### src/rtl/av2_mem_pkg.sv
// Shared definitions for the AV2 frame-buffer port arbiter.
//   state_t                 2-bit FSM encoding (IDLE, ISSUE, WAIT, RESP)
//   OP_RD / OP_WR           transaction direction as carried on req_we
//   DEFAULT_TIMEOUT_CYCLES  default WAIT bound before forced completion
package av2_mem_pkg;

  typedef enum logic [1:0] {
    ST_IDLE  = 2'd0,
    ST_ISSUE = 2'd1,
    ST_WAIT  = 2'd2,
    ST_RESP  = 2'd3
  } state_t;

  localparam logic OP_RD = 1'b0;
  localparam logic OP_WR = 1'b1;

  localparam int DEFAULT_TIMEOUT_CYCLES = 1024;

endpackage

### src/rtl/av2_fb_port_arbiter_if.sv
// Bundle of all arbiter signals other than clk/rst_n.
//   req_*        requester side: valid/we/addr/wdata in, ready out
//   rsp_*        per-requester completion pulse, error flag, read data
//   fb_*         single-beat port toward the frame buffer controller
//   busy, grant_id, timeout_err, dbg_state   status and debug
// Modports: slave = the arbiter itself, master = requesters + frame buffer side.
//
// Handshake: a request transfers on a cycle where req_valid[i] & req_ready[i]
// are both high. Once req_valid[i] rises, req_we/addr/wdata[i] must hold until
// that cycle; req_ready never depends on anything but req_valid and arbiter
// state, so a requester may wait on it without a combinational loop.
interface av2_fb_port_arbiter_if #(
  parameter int NUM_REQ    = 4,
  parameter int ADDR_WIDTH = 32,
  parameter int DATA_WIDTH = 128
);
  import av2_mem_pkg::*;

  localparam int IW = $clog2(NUM_REQ);

  logic [NUM_REQ-1:0]            req_valid;
  logic [NUM_REQ-1:0]            req_we;
  logic [NUM_REQ*ADDR_WIDTH-1:0] req_addr;
  logic [NUM_REQ*DATA_WIDTH-1:0] req_wdata;
  logic [NUM_REQ-1:0]            req_ready;
  logic [NUM_REQ-1:0]            rsp_valid;
  logic                          rsp_err;
  logic [DATA_WIDTH-1:0]         rsp_rdata;
  logic [ADDR_WIDTH-1:0]         fb_wr_addr;
  logic [DATA_WIDTH-1:0]         fb_wr_data;
  logic                          fb_wr_en;
  logic [ADDR_WIDTH-1:0]         fb_rd_addr;
  logic                          fb_rd_en;
  logic [DATA_WIDTH-1:0]         fb_rd_data;
  logic                          fb_wr_done;
  logic                          fb_rd_done;
  logic                          busy;
  logic [IW-1:0]                 grant_id;
  logic                          timeout_err;
  state_t                        dbg_state;

  modport slave (
    input  req_valid, req_we, req_addr, req_wdata, fb_rd_data, fb_wr_done, fb_rd_done,
    output req_ready, rsp_valid, rsp_err, rsp_rdata, fb_wr_addr, fb_wr_data, fb_wr_en,
           fb_rd_addr, fb_rd_en, busy, grant_id, timeout_err, dbg_state
  );

  modport master (
    output req_valid, req_we, req_addr, req_wdata, fb_rd_data, fb_wr_done, fb_rd_done,
    input  req_ready, rsp_valid, rsp_err, rsp_rdata, fb_wr_addr, fb_wr_data, fb_wr_en,
           fb_rd_addr, fb_rd_en, busy, grant_id, timeout_err, dbg_state
  );

endinterface

### src/rtl/av2_rr_arbiter.sv
// Combinational round-robin pick.
//   i_req        request vector
//   i_rr_ptr     index of the last winner; search starts at i_rr_ptr+1
//   o_grant      one-hot winner (all zero if no request)
//   o_grant_idx  binary index of the winner (0 if no request)
module av2_rr_arbiter #(
  parameter int NUM_REQ = 4
) (
  input  logic [NUM_REQ-1:0]         i_req,
  input  logic [$clog2(NUM_REQ)-1:0] i_rr_ptr,
  output logic [NUM_REQ-1:0]         o_grant,
  output logic [$clog2(NUM_REQ)-1:0] o_grant_idx
);
  localparam int IW = $clog2(NUM_REQ);

  logic          w_found;
  logic [IW-1:0] w_idx;

  // Walk rr_ptr+1 .. rr_ptr+NUM_REQ modulo NUM_REQ; the last winner is
  // visited last, which bounds any waiter to NUM_REQ-1 grants.
  always_comb begin
    o_grant     = '0;
    o_grant_idx = '0;
    w_found     = 1'b0;
    w_idx       = '0;
    for (int k = 1; k <= NUM_REQ; k++) begin
      w_idx = IW'((int'(i_rr_ptr) + k) % NUM_REQ);
      if (!w_found && i_req[w_idx]) begin
        w_found        = 1'b1;
        o_grant[w_idx] = 1'b1;
        o_grant_idx    = w_idx;
      end
    end
  end

endmodule

### src/rtl/av2_fb_port_arbiter.sv
// Shares the single-beat frame buffer read/write port among NUM_REQ requesters.
// One transaction is outstanding at a time: IDLE -> ISSUE -> WAIT -> RESP.
//   clk, rst_n   clock and asynchronous active-low reset
//   bus          av2_fb_port_arbiter_if.slave (requests, responses, fb port, status)
module av2_fb_port_arbiter
  import av2_mem_pkg::*;
#(
  parameter int NUM_REQ        = 4,
  parameter int ADDR_WIDTH     = 32,
  parameter int DATA_WIDTH     = 128,
  parameter int TIMEOUT_CYCLES = DEFAULT_TIMEOUT_CYCLES
) (
  input logic                  clk,
  input logic                  rst_n,
  av2_fb_port_arbiter_if.slave bus
);
  localparam int IW = $clog2(NUM_REQ);
  localparam int CW = $clog2(TIMEOUT_CYCLES);
  localparam logic [CW-1:0] CNT_MAX = CW'(TIMEOUT_CYCLES - 1);

  state_t                r_state;
  state_t                w_state_n;
  logic [IW-1:0]         r_rr_ptr;
  logic [IW-1:0]         r_idx;
  logic [IW-1:0]         r_grant_id;
  logic                  r_we;
  logic                  r_err;
  logic                  r_timeout_err;
  logic [ADDR_WIDTH-1:0] r_addr;
  logic [DATA_WIDTH-1:0] r_wdata;
  logic [CW-1:0]         r_cnt;
  logic [NUM_REQ-1:0]    w_grant;
  logic [IW-1:0]         w_gidx;
  logic                  w_accept;
  logic                  w_done;
  logic                  w_timeout;

  av2_rr_arbiter #(.NUM_REQ(NUM_REQ)) u_rr (
    .i_req       (bus.req_valid),
    .i_rr_ptr    (r_rr_ptr),
    .o_grant     (w_grant),
    .o_grant_idx (w_gidx)
  );

  // The arbiter always grants a valid requester, so any valid in IDLE is a handshake.
  assign w_accept  = (r_state == ST_IDLE) && (|bus.req_valid);
  // Only the done matching the latched direction counts; the other is ignored.
  assign w_done    = (r_we == OP_WR) ? bus.fb_wr_done : bus.fb_rd_done;
  assign w_timeout = (r_cnt == CNT_MAX);

  always_ff @(posedge clk or negedge rst_n) begin
    if (!rst_n) r_state <= ST_IDLE;
    else        r_state <= w_state_n;
  end

  always_comb begin
    w_state_n = r_state;
    unique case (r_state)
      ST_IDLE:  if (w_accept) w_state_n = ST_ISSUE;
      ST_ISSUE: w_state_n = ST_WAIT;
      ST_WAIT:  if (w_done || w_timeout) w_state_n = ST_RESP;
      ST_RESP:  w_state_n = ST_IDLE;
      default:  w_state_n = ST_IDLE;
    endcase
  end

  always_comb begin
    bus.req_ready = '0;
    bus.fb_wr_en  = 1'b0;
    bus.fb_rd_en  = 1'b0;
    bus.rsp_valid = '0;
    bus.rsp_err   = 1'b0;
    bus.rsp_rdata = '0;
    unique case (r_state)
      ST_IDLE:  bus.req_ready = w_grant;
      ST_ISSUE: begin
        bus.fb_wr_en = (r_we == OP_WR);
        bus.fb_rd_en = (r_we == OP_RD);
      end
      ST_RESP: begin
        bus.rsp_valid[r_idx] = 1'b1;
        bus.rsp_err          = r_err;
        // fb_rd_data was registered by the controller on the done edge.
        if ((r_we == OP_RD) && !r_err) bus.rsp_rdata = bus.fb_rd_data;
      end
      default: ;
    endcase
  end

  // Address/data stay latched from accept until the next accept, because the
  // controller samples wr_data late (after awready).
  always_ff @(posedge clk or negedge rst_n) begin
    if (!rst_n) begin
      r_rr_ptr      <= IW'(NUM_REQ - 1);
      r_idx         <= '0;
      r_grant_id    <= '0;
      r_we          <= OP_RD;
      r_err         <= 1'b0;
      r_timeout_err <= 1'b0;
      r_addr        <= '0;
      r_wdata       <= '0;
      r_cnt         <= '0;
    end else begin
      unique case (r_state)
        ST_IDLE: begin
          if (w_accept) begin
            r_idx      <= w_gidx;
            r_rr_ptr   <= w_gidx;
            r_grant_id <= w_gidx;
            r_we       <= bus.req_we[w_gidx];
            r_addr     <= bus.req_addr[int'(w_gidx)*ADDR_WIDTH +: ADDR_WIDTH];
            r_wdata    <= bus.req_wdata[int'(w_gidx)*DATA_WIDTH +: DATA_WIDTH];
            r_err      <= 1'b0;
          end
        end
        ST_ISSUE: r_cnt <= '0;
        ST_WAIT: begin
          // Done beats the timeout when both land in the same cycle.
          if (!w_done) begin
            if (w_timeout) begin
              r_err         <= 1'b1;
              r_timeout_err <= 1'b1;
            end else begin
              r_cnt <= r_cnt + 1'b1;
            end
          end
        end
        default: ;
      endcase
    end
  end

  assign bus.busy        = (r_state != ST_IDLE);
  assign bus.grant_id    = r_grant_id;
  assign bus.timeout_err = r_timeout_err;
  assign bus.fb_wr_addr  = r_addr;
  assign bus.fb_rd_addr  = r_addr;
  assign bus.fb_wr_data  = r_wdata;
  assign bus.dbg_state   = r_state;

endmodule

### src/flat_wrapper.sv
// flat-port wrapper written by rule: the top's interface ports become plain ports
module av2_fb_port_arbiter_flat import av2_mem_pkg::*;
#(
  parameter int NUM_REQ        = 4,
  parameter int ADDR_WIDTH     = 32,
  parameter int DATA_WIDTH     = 128,
  parameter int TIMEOUT_CYCLES = DEFAULT_TIMEOUT_CYCLES
)
  (clk, rst_n, bus_req_valid, bus_req_we, bus_req_addr, bus_req_wdata, bus_fb_rd_data, bus_fb_wr_done, bus_fb_rd_done, bus_req_ready, bus_rsp_valid, bus_rsp_err, bus_rsp_rdata, bus_fb_wr_addr, bus_fb_wr_data, bus_fb_wr_en, bus_fb_rd_addr, bus_fb_rd_en, bus_busy, bus_grant_id, bus_timeout_err, bus_dbg_state);
  av2_fb_port_arbiter_if #(.NUM_REQ(NUM_REQ), .ADDR_WIDTH(ADDR_WIDTH), .DATA_WIDTH(DATA_WIDTH)) bus_i ();
  input logic clk;
  input logic rst_n;
  input wire logic [$bits(bus_i.req_valid)-1:0] bus_req_valid;
  input wire logic [$bits(bus_i.req_we)-1:0] bus_req_we;
  input wire logic [$bits(bus_i.req_addr)-1:0] bus_req_addr;
  input wire logic [$bits(bus_i.req_wdata)-1:0] bus_req_wdata;
  input wire logic [$bits(bus_i.fb_rd_data)-1:0] bus_fb_rd_data;
  input wire logic [$bits(bus_i.fb_wr_done)-1:0] bus_fb_wr_done;
  input wire logic [$bits(bus_i.fb_rd_done)-1:0] bus_fb_rd_done;
  output wire logic [$bits(bus_i.req_ready)-1:0] bus_req_ready;
  output wire logic [$bits(bus_i.rsp_valid)-1:0] bus_rsp_valid;
  output wire logic [$bits(bus_i.rsp_err)-1:0] bus_rsp_err;
  output wire logic [$bits(bus_i.rsp_rdata)-1:0] bus_rsp_rdata;
  output wire logic [$bits(bus_i.fb_wr_addr)-1:0] bus_fb_wr_addr;
  output wire logic [$bits(bus_i.fb_wr_data)-1:0] bus_fb_wr_data;
  output wire logic [$bits(bus_i.fb_wr_en)-1:0] bus_fb_wr_en;
  output wire logic [$bits(bus_i.fb_rd_addr)-1:0] bus_fb_rd_addr;
  output wire logic [$bits(bus_i.fb_rd_en)-1:0] bus_fb_rd_en;
  output wire logic [$bits(bus_i.busy)-1:0] bus_busy;
  output wire logic [$bits(bus_i.grant_id)-1:0] bus_grant_id;
  output wire logic [$bits(bus_i.timeout_err)-1:0] bus_timeout_err;
  output wire logic [$bits(bus_i.dbg_state)-1:0] bus_dbg_state;
  assign bus_i.req_valid = bus_req_valid;
  assign bus_i.req_we = bus_req_we;
  assign bus_i.req_addr = bus_req_addr;
  assign bus_i.req_wdata = bus_req_wdata;
  assign bus_i.fb_rd_data = bus_fb_rd_data;
  assign bus_i.fb_wr_done = bus_fb_wr_done;
  assign bus_i.fb_rd_done = bus_fb_rd_done;
  assign bus_req_ready = bus_i.req_ready;
  assign bus_rsp_valid = bus_i.rsp_valid;
  assign bus_rsp_err = bus_i.rsp_err;
  assign bus_rsp_rdata = bus_i.rsp_rdata;
  assign bus_fb_wr_addr = bus_i.fb_wr_addr;
  assign bus_fb_wr_data = bus_i.fb_wr_data;
  assign bus_fb_wr_en = bus_i.fb_wr_en;
  assign bus_fb_rd_addr = bus_i.fb_rd_addr;
  assign bus_fb_rd_en = bus_i.fb_rd_en;
  assign bus_busy = bus_i.busy;
  assign bus_grant_id = bus_i.grant_id;
  assign bus_timeout_err = bus_i.timeout_err;
  assign bus_dbg_state = bus_i.dbg_state;
  av2_fb_port_arbiter #(.NUM_REQ(NUM_REQ), .ADDR_WIDTH(ADDR_WIDTH), .DATA_WIDTH(DATA_WIDTH), .TIMEOUT_CYCLES(TIMEOUT_CYCLES)) u_core (.clk(clk), .rst_n(rst_n), .bus(bus_i));
endmodule
### config.mk
export PLATFORM = sky130hd
export DESIGN_NAME = av2_fb_port_arbiter_flat
export DESIGN_NICKNAME = d
export VERILOG_FILES = /design/src/rtl/av2_mem_pkg.sv /design/src/rtl/av2_fb_port_arbiter_if.sv /design/src/rtl/av2_rr_arbiter.sv /design/src/rtl/av2_fb_port_arbiter.sv /design/src/flat_wrapper.sv
export SDC_FILE = /design/constraint.sdc
export NUM_CORES = 1
export LEC_CHECK = 0
export ABC_CLOCK_PERIOD_IN_PS = 4400
export CAP_MARGIN = 20
export CORE_AREA = 2 2 434 436
export CTS_BUF_LIST = sky130_fd_sc_hd__clkbuf_4 sky130_fd_sc_hd__clkbuf_8
export DETAILED_ROUTE_END_ITERATION = 6
export DIE_AREA = 0 0 436 438
export GPL_TIMING_DRIVEN = 0
export SYNTH_ARGS = -nofsm -noshare
export SYNTH_HDL_FRONTEND = slang
export SYNTH_SLANG_ARGS = --single-unit
### constraint.sdc
create_clock -name clk -period 4.4 [get_ports clk]
set_input_delay 0.88 -clock clk [delete_from_list [all_inputs] [get_ports clk]]
set_output_delay 0.88 -clock clk [all_outputs]
set_load 0.005 [all_outputs]
==> summary.txt <==
Cells and area
  • Final instance area: 30000 sq um
  • Commonest cells after routing, fill and taps aside: 1080 x clkdlybuf4s50_1, 484 x mux2i_1, 177 x dfrtp_1
  • Area growth, synth to finish: 103%
  • Fillers: 21100
  • FF+latch area: 4480 sq um
  • Most common cell after layout, fill and taps aside: clkdlybuf4s50_1
  • Area occupied by multi-input gates: 9430 sq um
  • Post-layout nets: 3379
  • Layout cells sized above 1: 0.0635
  • Layout Cells excl Fill: 5140
  • Final Util: 0.161

Global route
  • GRT overflow: 0
  • First-pass GRT wire length: 209 mm
  • GR Util All Layers: 0.170
  • Initial antenna violation count: 155
  • Vias in the first global route: 18800
  • Pin count of the biggest net entering global routing: 82

Floorplan
  • Initial core utilization: 0.0793
  • Core area: 187000 sq um
  • I/O Pins: 1117
  • Die X: 436 um
  • Rows: 159
  • Die area: 191000 sq um
  • Die height: 438 um

STA
  • Hold Fails Final Rpt: 0
  • Worst-margin pin slew: 1160 ps
  • Setup TNS Final: 0 ps
  • Final Skew: 29.0 ps
  • Final setup violating endpoints: 0
  • RSZ-0062 raised after global routing: false
  • Relative slew slack: 0.230
  • Final Critical Period: 4290 ps
  • FMAX: 233 MHz
  • Pins Over Slew Limit: 0
  • Hold slack final: 516 ps
  • Final cycle utilization of the critical path: 0.974

Worst hold path
  • Worst min path class: register to register

Placed design
  • PortBufs: 1112
  • # placed instances: 5058
  • Cell Area, Placed: 29400 sq um
  • Hpwl dp: 147 mm
  • Routability Congestion: 0.950

CTS
  • CTS tree: done
  • Bufs on Longest Clock Path: 2
  • Htree depth: 4
  • Clock insertion delay at the later pin of the skew report: 690 ps
  • Clock transition at the registers of the reported paths: 120 ps
  • Num CTS Buffers: 17
  • Clock root buffer: clkbuf_8
  • Sink Count: 179

Logic synthesis
  • Synth area leaders: mux2i_1 33%, dfrtp_1 30%, o221ai_1 9.6%
  • Cell variety after synth: 46
  • Post-synth top area share: 0.332
  • Number of synthesized register bits: 179
  • Synthesized area per cell: 10.3 sq um
  • Synthesized instance count: 1433
  • Dominant cell type by area after synthesis: mux2i_1
  • Synth Cell Area: 14800 sq um
  • Yosys warns: 0
  • Mapped Nets: 2226
  • Number of synthesized flops with an enable pin: 0
  • Seq/Total Area, Yosys: 0.303
  • Synth async-reset ratio: 1.00
  • Synth Flop Type: dfrtp_1

Worst setup path
  • CP max stage delay: 550 ps
  • Crit-path max FO: 10
  • CP endpoint kind: output pin
  • Crit-path cells: ha_2, nor3b_2, clkbuf_2, clkbuf_1, and2_1, clkdlybuf4s50_1
  • Required @ worst endpoint: 3520 ps
  • Data arrival, critical path: 3410 ps
  • WS Path Type: register to output pin
  • Slowest-stage cell, CP: clkdlybuf4s50_1
  • Type of origin of the critical path: register

Job
  • Max-cap violation count: 0

Routing
  • Met1 WL: 55.8 mm
  • Max Used Layer: met5
  • Met3 Wirelength: 17.0 mm
  • Drt initial violations: 1388
  • Drt drc: 0
  • Via count: 18600
  • Routed Antenna Nets: 0
  • Via density: 3.62
  • TritonRoute pass-1 iters: 5
  • Wire per inst: 32.7 um
  • Total wire length: 168 mm
  • DR WL met2: 88.4 mm

Outcome
  • Status: complete, no violations

Power and ir drop
  • VDD IR-drop max: 0.287 mV
  • Leak Pwr: 0.0122 uW
  • PD cells: 689 nW/um^2
==> critical path, delay by kind of cell (launching register included) <==
family                   cells  cell delay (ps)
flip-flops                   1              470
AND/OR/NAND/NOR              2              640
adder cells (fa/ha/maj)      1              360
buffers and inverters        3             1260
==> synth_stat cells (3+ instances only) <==
cell / number
mux2i_1: 490
dfrtp_1: 177
o221ai_1: 162
a2bb2oi_1: 161
and2_1: 130
clkbuf_1: 106
buf_4: 32
nor2_1: 24
buf_2: 23
nand2_1: 14
ha_1: 13
buf_6: 11
inv_1: 8
a21oi_1: 7
buf_1: 7
nand4_1: 6
a221oi_1: 5
a22oi_1: 5
nand2b_1: 4
nand3_1: 4
or3_1: 4
xor2_1: 4
and3_1: 3
o21ai_0: 3
==> sequential cells by signal, summed over array words and instances (netlist names) <==
signal / cells
u_core.bus.timeout_err: 1
u_core.r_err: 1
u_core.bus.fb_rd_addr: 32
u_core.r_idx: 2
u_core.bus.dbg_state: 2
u_core.r_we: 1
u_core.r_rr_ptr: 2
u_core.bus.fb_wr_data: 128
u_core.r_cnt: 10
==> repair_timing <==
| item | 4_1_cts | 5_1_grt |
|---|---|---|
| endpoints found under the setup margin | 248 | 3 |
| hold buffers | 1 | 0 |
| endpoints found under the hold margin | 17 | 0 |
| gates resized for setup | 75 | 4 |
| pin swaps | 0 | 0 |
| buffers inserted | 2 | 0 |
==> power breakdown <==
part | switching [uW] | internal (uW)
clock | 1010 | 533
combinational | 8530 | 7430
sequential | 734 | 2460
total | 10300 | 10400
==> layer usage <==
| layer | global-route usage | vias to the layer above |
|---|---|---|
| met5 | 0 | - |
| li1 | - | 7966 |
| met3 | 0.0711 | 302 |
| met1 | 0.168 | 9239 |
| met4 | 0.0604 | 94 |
| met2 | 0.315 | 1027 |
==> layout make-up <==
cell class | instances | area share
inverters | 9 | 0.00113
well taps | 2495 | 0.104
diodes | 46 | 0.00383
repair buffers | 1134 | 0.383
clock buffers | 17 | 0.00779
clock inverters | 15 | 0.00633
flip-flops and latches | 179 | 0.149
plain buffers | 179 | 0.0308
multi-input cells | 1066 | 0.314
==> cell families (layout without fill, tap and decap cells) <==
| family | Yosys count | after routing | synth area share |
|---|---|---|---|
| other | 0 | 46 | 0 |
| multiplexers | 493 | 493 | 0.335 |
| AND/OR/NAND/NOR | 201 | 201 | 0.0786 |
| adder cells (fa/ha/maj) | 13 | 13 | 0.0110 |
| AO/OA/AOI/OAI | 354 | 354 | 0.206 |
| flip-flops | 179 | 179 | 0.303 |
| XOR/XNOR | 5 | 5 | 0.00296 |
| buffers and inverters | 188 | 1354 | 0.0633 |
==> per-stage QoR <==
stage	total power, uW	worst slack, ps
floorplan	11000	1090
global placement	18900	-7410
detailed placement	19400	-676
CTS	21100	32.6
global route	21700	11.2
finish	20700	114
==> worst paths after layout <==
path                                                  startpoint  depth (start not counted)                                      to  slack (ps)
hold / removal             u_core.bus.fb_wr_data[37]$_DFFE_PN0P_                          2   u_core.bus.fb_wr_data[37]$_DFFE_PN0P_         520
hold reg to reg            u_core.bus.fb_wr_data[37]$_DFFE_PN0P_                          2   u_core.bus.fb_wr_data[37]$_DFFE_PN0P_         520
setup / recovery             u_core.bus.dbg_state[0]$_DFFE_PN0P_                          6                       bus_rsp_rdata[58]         110
max in group asynchronous                                  rst_n                          3             u_core.r_cnt[2]$_DFFE_PN0P_        2850
min in group asynchronous                                  rst_n                          2   u_core.bus.fb_wr_data[74]$_DFFE_PN0P_         610
setup reg to reg                  u_core.r_rr_ptr[0]$_DFFE_PN1P_                         12  u_core.bus.fb_wr_data[113]$_DFFE_PN0P_         170
Power figures use the tool's default switching activity.
